<file path="config.mk">
export PLATFORM = sky130hd
export DESIGN_NAME = vga_scanout
export DESIGN_NICKNAME = d
export VERILOG_FILES = /design/src/rtl/vga_timing_pkg.sv /design/src/rtl/pixel_fifo.sv /design/src/rtl/vga_scanout.sv
export SDC_FILE = /design/constraint.sdc
export NUM_CORES = 1
export LEC_CHECK = 0
export CORE_ASPECT_RATIO = 0.6
export CORE_MARGIN = 4
export CORE_UTILIZATION = 62
export CTS_CLUSTER_DIAMETER = 200
export DETAILED_ROUTE_END_ITERATION = 8
export HOLD_SLACK_MARGIN = 0.08
export PLACE_DENSITY = 0.86
export SYNTH_ARGS = -nofsm -noshare
export SYNTH_HDL_FRONTEND = slang
export SYNTH_SLANG_ARGS = --single-unit
</file>
<file path="constraint.sdc">
create_clock -name clk -period 5.4 [get_ports clk]
set_input_delay 1.08 -clock clk [delete_from_list [all_inputs] [get_ports clk]]
set_output_delay 1.08 -clock clk [all_outputs]
set_load 0.01 [all_outputs]
</file>
<file path="src/rtl/vga_timing_pkg.sv">
// Shared VGA timing defaults, pixel word layout and small helpers for the scanout block.
package vga_timing_pkg;

  localparam int PIX_W = 8;

  localparam int H_ACTIVE_DEF = 640;
  localparam int H_FP_DEF     = 16;
  localparam int H_SYNC_DEF   = 96;
  localparam int H_BP_DEF     = 48;
  localparam int V_ACTIVE_DEF = 480;
  localparam int V_FP_DEF     = 10;
  localparam int V_SYNC_DEF   = 2;
  localparam int V_BP_DEF     = 33;

  // Incoming pixel word: [7:6] red, [5:4] green, [3:2] blue, [1:0] unused
  localparam int RED_HI = 7;
  localparam int BLU_LO = 2;

  typedef struct packed {
    logic [1:0] r;
    logic [1:0] g;
    logic [1:0] b;
  } rgb222_t;

  function automatic int span4(input int a, input int b, input int c, input int d);
    return a + b + c + d;
  endfunction

  function automatic rgb222_t to_rgb(input logic [5:0] w);
    rgb222_t p;
    p.r = w[5:4];
    p.g = w[3:2];
    p.b = w[1:0];
    return p;
  endfunction

endpackage

</file>
<file path="src/rtl/pixel_fifo.sv">
// First-word-fall-through pixel buffer; dout shows the head combinationally.
// Pointers carry a wrap bit so full/empty are exact; flush beats a same-edge push.
module pixel_fifo
  import vga_timing_pkg::*;
#(
  parameter int DEPTH = 4,
  parameter int WIDTH = PIX_W
) (
  input  logic             clk,
  input  logic             rst,
  input  logic             i_push,
  input  logic             i_pop,
  input  logic             i_flush,
  input  logic [WIDTH-1:0] i_din,
  output logic             o_full,
  output logic             o_empty,
  output logic [WIDTH-1:0] o_dout
);

  localparam int AW = $clog2(DEPTH);

  logic [WIDTH-1:0] r_mem [DEPTH];
  logic [AW:0]      r_wr;
  logic [AW:0]      r_rd;
  logic             w_do_push;
  logic             w_do_pop;

  assign o_empty   = (r_wr == r_rd);
  assign o_full    = (r_wr == {~r_rd[AW], r_rd[AW-1:0]});
  assign o_dout    = r_mem[r_rd[AW-1:0]];
  assign w_do_push = i_push & ~o_full & ~i_flush;
  assign w_do_pop  = i_pop & ~o_empty;

  always_ff @(posedge clk) begin
    if (w_do_push) r_mem[r_wr[AW-1:0]] <= i_din;
  end

  always_ff @(posedge clk or negedge rst) begin
    if (!rst) begin
      r_wr <= '0;
      r_rd <= '0;
    end else if (i_flush) begin
      r_wr <= '0;
      r_rd <= '0;
    end else begin
      if (w_do_push) r_wr <= r_wr + 1'b1;
      if (w_do_pop)  r_rd <= r_rd + 1'b1;
    end
  end

endmodule

</file>
<file path="src/rtl/vga_scanout.sv">
// VGA scanout: strobe/ack intake into a small FIFO, pixel-tick raster, registered pins.
// Intake stalls (no ack) while the FIFO is full, disabled, or being flushed at frame start.
module vga_scanout
  import vga_timing_pkg::*;
#(
  parameter int H_ACTIVE   = H_ACTIVE_DEF,
  parameter int H_FP       = H_FP_DEF,
  parameter int H_SYNC     = H_SYNC_DEF,
  parameter int H_BP       = H_BP_DEF,
  parameter int V_ACTIVE   = V_ACTIVE_DEF,
  parameter int V_FP       = V_FP_DEF,
  parameter int V_SYNC     = V_SYNC_DEF,
  parameter int V_BP       = V_BP_DEF,
  parameter int PIX_DIV    = 2,
  parameter int FIFO_DEPTH = 4
) (
  input  logic             clk,
  input  logic             rst,
  input  logic             enable,
  input  logic [PIX_W-1:0] data_i,
  input  logic             stb_i,
  output logic             ack_i,
  output logic [1:0]       red,
  output logic [1:0]       green,
  output logic [1:0]       blue,
  output logic             hsync,
  output logic             vsync,
  output logic             de,
  output logic             frame_sync,
  output logic [7:0]       underrun_cnt,
  input  logic             underrun_clr
);

  localparam int H_TOTAL = span4(H_ACTIVE, H_FP, H_SYNC, H_BP);
  localparam int V_TOTAL = span4(V_ACTIVE, V_FP, V_SYNC, V_BP);
  localparam int HW      = $clog2(H_TOTAL);
  localparam int VW      = $clog2(V_TOTAL);
  localparam int DW      = (PIX_DIV > 1) ? $clog2(PIX_DIV) : 1;

  localparam logic [HW-1:0] HX_LAST = HW'(H_TOTAL - 1);
  localparam logic [HW-1:0] HX_ACT  = HW'(H_ACTIVE);
  localparam logic [HW-1:0] HS_BEG  = HW'(H_ACTIVE + H_FP);
  localparam logic [HW-1:0] HS_END  = HW'(H_ACTIVE + H_FP + H_SYNC);
  localparam logic [VW-1:0] VY_LAST = VW'(V_TOTAL - 1);
  localparam logic [VW-1:0] VY_ACT  = VW'(V_ACTIVE);
  localparam logic [VW-1:0] VS_BEG  = VW'(V_ACTIVE + V_FP);
  localparam logic [VW-1:0] VS_END  = VW'(V_ACTIVE + V_FP + V_SYNC);
  localparam logic [DW-1:0] DIV_LAST = DW'(PIX_DIV - 1);

  logic [DW-1:0] r_div;
  logic [HW-1:0] r_hx;
  logic [VW-1:0] r_vy;
  logic          r_en_d;
  logic          r_ack;

  logic [HW-1:0]    w_hx_nxt;
  logic [VW-1:0]    w_vy_nxt;
  logic             w_hx_end;
  logic             w_vy_end;
  logic             w_tick;
  logic             w_rise;
  logic             w_adv;
  logic             w_wrap;
  logic             w_act_nxt;
  logic             w_pop;
  logic             w_push;
  logic             w_flush;
  logic             w_starve;
  logic             w_full;
  logic             w_empty;
  logic [PIX_W-1:0] w_head;
  rgb222_t          w_pix;
  logic             w_unused_lsbs;

  assign w_tick    = (r_div == DIV_LAST);
  assign w_hx_end  = (r_hx == HX_LAST);
  assign w_vy_end  = (r_vy == VY_LAST);
  assign w_hx_nxt  = w_hx_end ? '0 : r_hx + 1'b1;
  assign w_vy_nxt  = !w_hx_end ? r_vy : (w_vy_end ? '0 : r_vy + 1'b1);
  assign w_rise    = enable & ~r_en_d;
  assign w_adv     = enable & r_en_d & w_tick;
  assign w_wrap    = w_adv & w_hx_end & w_vy_end;
  assign w_act_nxt = (w_hx_nxt < HX_ACT) && (w_vy_nxt < VY_ACT);
  assign w_pop     = w_adv & w_act_nxt & ~w_empty;
  assign w_starve  = w_adv & w_act_nxt & w_empty;
  assign w_flush   = ~enable | w_rise | w_wrap;
  // While ack is high upstream still holds the word just taken, so the strobe is ignored.
  assign w_push    = stb_i & ~r_ack & ~w_full & enable & ~w_flush;
  assign ack_i     = r_ack;

  assign w_pix         = to_rgb(w_head[RED_HI:BLU_LO]);
  assign w_unused_lsbs = ^w_head[BLU_LO-1:0];

  pixel_fifo #(
    .DEPTH (FIFO_DEPTH),
    .WIDTH (PIX_W)
  ) u_fifo (
    .clk     (clk),
    .rst     (rst),
    .i_push  (w_push),
    .i_pop   (w_pop),
    .i_flush (w_flush),
    .i_din   (data_i),
    .o_full  (w_full),
    .o_empty (w_empty),
    .o_dout  (w_head)
  );

  always_ff @(posedge clk or negedge rst) begin
    if (!rst) begin
      r_div        <= '0;
      r_hx         <= '0;
      r_vy         <= '0;
      r_en_d       <= 1'b0;
      r_ack        <= 1'b0;
      frame_sync   <= 1'b0;
      underrun_cnt <= '0;
      hsync        <= 1'b1;
      vsync        <= 1'b1;
      de           <= 1'b0;
      red          <= '0;
      green        <= '0;
      blue         <= '0;
    end else begin
      r_en_d     <= enable;
      r_ack      <= w_push;
      frame_sync <= w_rise | w_wrap;

      if (underrun_clr)
        underrun_cnt <= '0;
      else if (w_starve && underrun_cnt != 8'hFF)
        underrun_cnt <= underrun_cnt + 8'd1;

      // The enable edge restarts at (0,0) with blank pins; the first tick then shows (1,0).
      if (!enable || w_rise) begin
        r_div <= '0;
        r_hx  <= '0;
        r_vy  <= '0;
        hsync <= 1'b1;
        vsync <= 1'b1;
        de    <= 1'b0;
        red   <= '0;
        green <= '0;
        blue  <= '0;
      end else begin
        r_div <= w_tick ? '0 : r_div + 1'b1;
        if (w_tick) begin
          r_hx  <= w_hx_nxt;
          r_vy  <= w_vy_nxt;
          de    <= w_act_nxt;
          hsync <= !((w_hx_nxt >= HS_BEG) && (w_hx_nxt < HS_END));
          vsync <= !((w_vy_nxt >= VS_BEG) && (w_vy_nxt < VS_END));
          red   <= w_pop ? w_pix.r : 2'd0;
          green <= w_pop ? w_pix.g : 2'd0;
          blue  <= w_pop ? w_pix.b : 2'd0;
        end
      end
    end
  end

endmodule

</file>
==> impl_metrics.json <==
{
  "antenna_left": 0,
  "vias_per_cell": 6.23,
  "end_kind": "flop",
  "hold_start": "r_en_d",
  "ctsHtreeMaxLevel": 3,
  "first_iter_violations": 290,
  "firstDrtPassIters": 6,
  "worst_hold_slack_ns": 0.499,
  "hpwl_um": 5680,
  "cp_data_arrival_time_ns": 3.17,
  "core.rowCount": 21,
  "yosys.area.top_type_share": 0.304,
  "die_x_um": 108,
  "grt_pass1_wl_um": 13900,
  "ys_seq_area_frac": 0.513,
  "clk_transition_reported_paths_ns": 0.08,
  "synth_seq_cells": 71,
  "cts_root_buffer": "clkbuf_8",
  "wl_per_cell_um": 18.7,
  "worst_setup_path_start_kind": "input port",
  "yosysMostFrequentCell": "dfrtp_1",
  "start_util": 0.652,
  "slew_headroom": 0.390,
  "timing.rr.start": "r_hx[0]",
  "final_nets": 380,
  "post-place-cells": 427,
  "n_antenna_cell": 0,
  "worst_slew_pin_slew_ns": 0.912,
  "grt_max_degree": 48,
  "grt.total_usage": 0.256,
  "route.detailed.drc": 0,
  "ctsHoldBuffers": 0,
  "antenna_found_initial": 0,
  "tritoncts": "built",
  "yosys_warnings": 0,
  "startpoint": "enable",
  "period_share": 0.584,
  "hold_viol_final": 0,
  "gr-total-overflow": 0,
  "syn_area_mm2": 0.00370,
  "vdd_drop_max_mv": 0.162,
  "cts_buffers": 9,
  "cp_max_fo": 19,
  "maxSlewViolCount": 0,
  "die_h_um": 67.8,
  "avgSynthCellArea_um2": 11.2,
  "setup_viol": 0,
  "cts_buffer_depth": 2,
  "die_area_mm2": 0.00731,
  "use_met2": 0.371,
  "syn_inst": 329,
  "place_congestion": 0.940,
  "synth-main-ff-cell": "dfrtp_1",
  "grtUsageMet3": 0.0886,
  "worstSetupPathType": "in2reg",
  "skew_ns": 0.0109,
  "synthTopCellsByArea": "dfrtp_1 30%, edfxtp_1 19%, nor2_1 4.4%",
  "io_pins": 32,
  "power.total_mw": 1.07,
  "wl_um": 8260,
  "worst_ep_required_time_ns": 5.41,
  "yosysTopAreaCell": "dfrtp_1",
  "port_buffers": 29,
  "rsz0062_at_grt": "no",
  "clock_latency_ns": 0.35,
  "fin_crit_ns": 3.15,
  "cellLeakagePower_nw": 1.64,
  "met1_usage": 0.361,
  "synth_edf_count": 24,
  "area_growth_pct": 14.5,
  "hold_class": "reg2reg",
  "grt_pass1_vias": 2710,
  "async_reset_ff_frac": 0.662,
  "final_cells": 443,
  "vias": 2760,
  "core_area_mm2": 0.00568,
  "cts_setup_buffers": 0,
  "max_clock_freq_mhz": 317,
  "power_density_mw_per_mm2": 253,
  "hold_depth": 1,
  "cts_sinks": 71,
  "r2r_cells": 8,
  "cap_violations": 0,
  "fin_tns_setup_ns": 0,
  "synth_commonest_cells": "45 x dfrtp_1, 43 x nor2_1, 24 x edfxtp_1, 24 x nand2_1, 16 x nand3_1",
  "busiest_layer": "met2",
  "synth.distinct_cells": 65,
  "cts_resized": 0,
  "outcome": "complete, no violations",
  "drive_gt1_frac": 0.132,
  "synth_nets": 351
}
[metal layers]
metal	share of wire	wire, um
met1	0.45	3730
met2	0.44	3680
met3	0.091	750
met4	0.013	111
met5	0	0
[final timing paths]
check	end	slack, ns
worst max-delay path	u_fifo.r_mem[2][5]	2.25
worst min-delay path	frame_sync	0.50
worst max register to register	u_fifo.r_rd[1]	2.55
worst min register to register	frame_sync	0.50
max in group asynchronous	r_vy[8]	4.17
min in group asynchronous	r_vy[1]	0.81
[logic make-up (layout without fill, tap and decap cells)]
group	Yosys count	after routing	synth area share
AO/OA/AOI/OAI	59	59	0.116
XOR/XNOR	16	16	0.0379
adder cells (fa/ha/maj)	9	9	0.0304
buffers and inverters	23	57	0.0311
flip-flops	71	71	0.513
multiplexers	15	15	0.0625
AND/OR/NAND/NOR	136	136	0.209
[final cells by class]
| type | count | area (um^2) |
|---|---|---|
| flip-flops and latches | 71 | 1900 |
| multi-input cells | 235 | 1690 |
| fillers | 373 | 1440 |
| repair buffers | 30 | 293 |
| clock buffers | 9 | 124 |
| well taps | 80 | 100 |
| clock inverters | 7 | 95.1 |
| inverters | 11 | 41.3 |
[stage by stage]
step	instance area [um^2]	utilization	setup slack [ns]
2_1_floorplan	3700	-	2.91
3_3_place_gp	4020	0.708	2.01
3_5_place_dp	4020	0.708	1.89
4_1_cts	4240	0.747	2.22
5_1_grt	4240	0.747	2.15
6_report	4240	0.747	2.25
[state kept, by name (all words and copies together) (netlist names), 2 cells and up]
signal	count
u_fifo.r_mem	24
r_hx	10
r_vy	10
underrun_cnt	8
u_fifo.r_rd	3
u_fifo.r_wr	3
blue	2
green	2
red	2
[cells in the final DEF (no fill, tap or decap), drive strengths merged, types with 5 or more instances in the layout]
cell type      netlist  routed
a21oi               13      13
a22o                 7       7
and3                 5       5
clkbuf               7       9
clkdlybuf4s50        0      28
dfrtp               45      45
edfxtp              24      24
ha                   9       9
inv                 11      12
mux2i                7       7
mux4                 6       6
nand2               24      24
nand3               16      16
nand4                5       5
nor2                43      43
nor3                10      10
nor4                 6       6
o21ai               12      12
or3                  5       5
xnor2                8       8
xor2                 8       8
[critical path, stage by stage]
cell and delay [ns]:
clkdlybuf4s50_1 0.55, nand2_1 0.44, a21o_1 0.43, nor2_1 0.27, and2_1 0.39
[where the power goes]
part	internal (mW)	switching [mW]
registers	0.560	0.00586
logic	0.0161	0.0254
clock network	0.261	0.204
total	0.837	0.236
(Power assumes the default switching activity.)
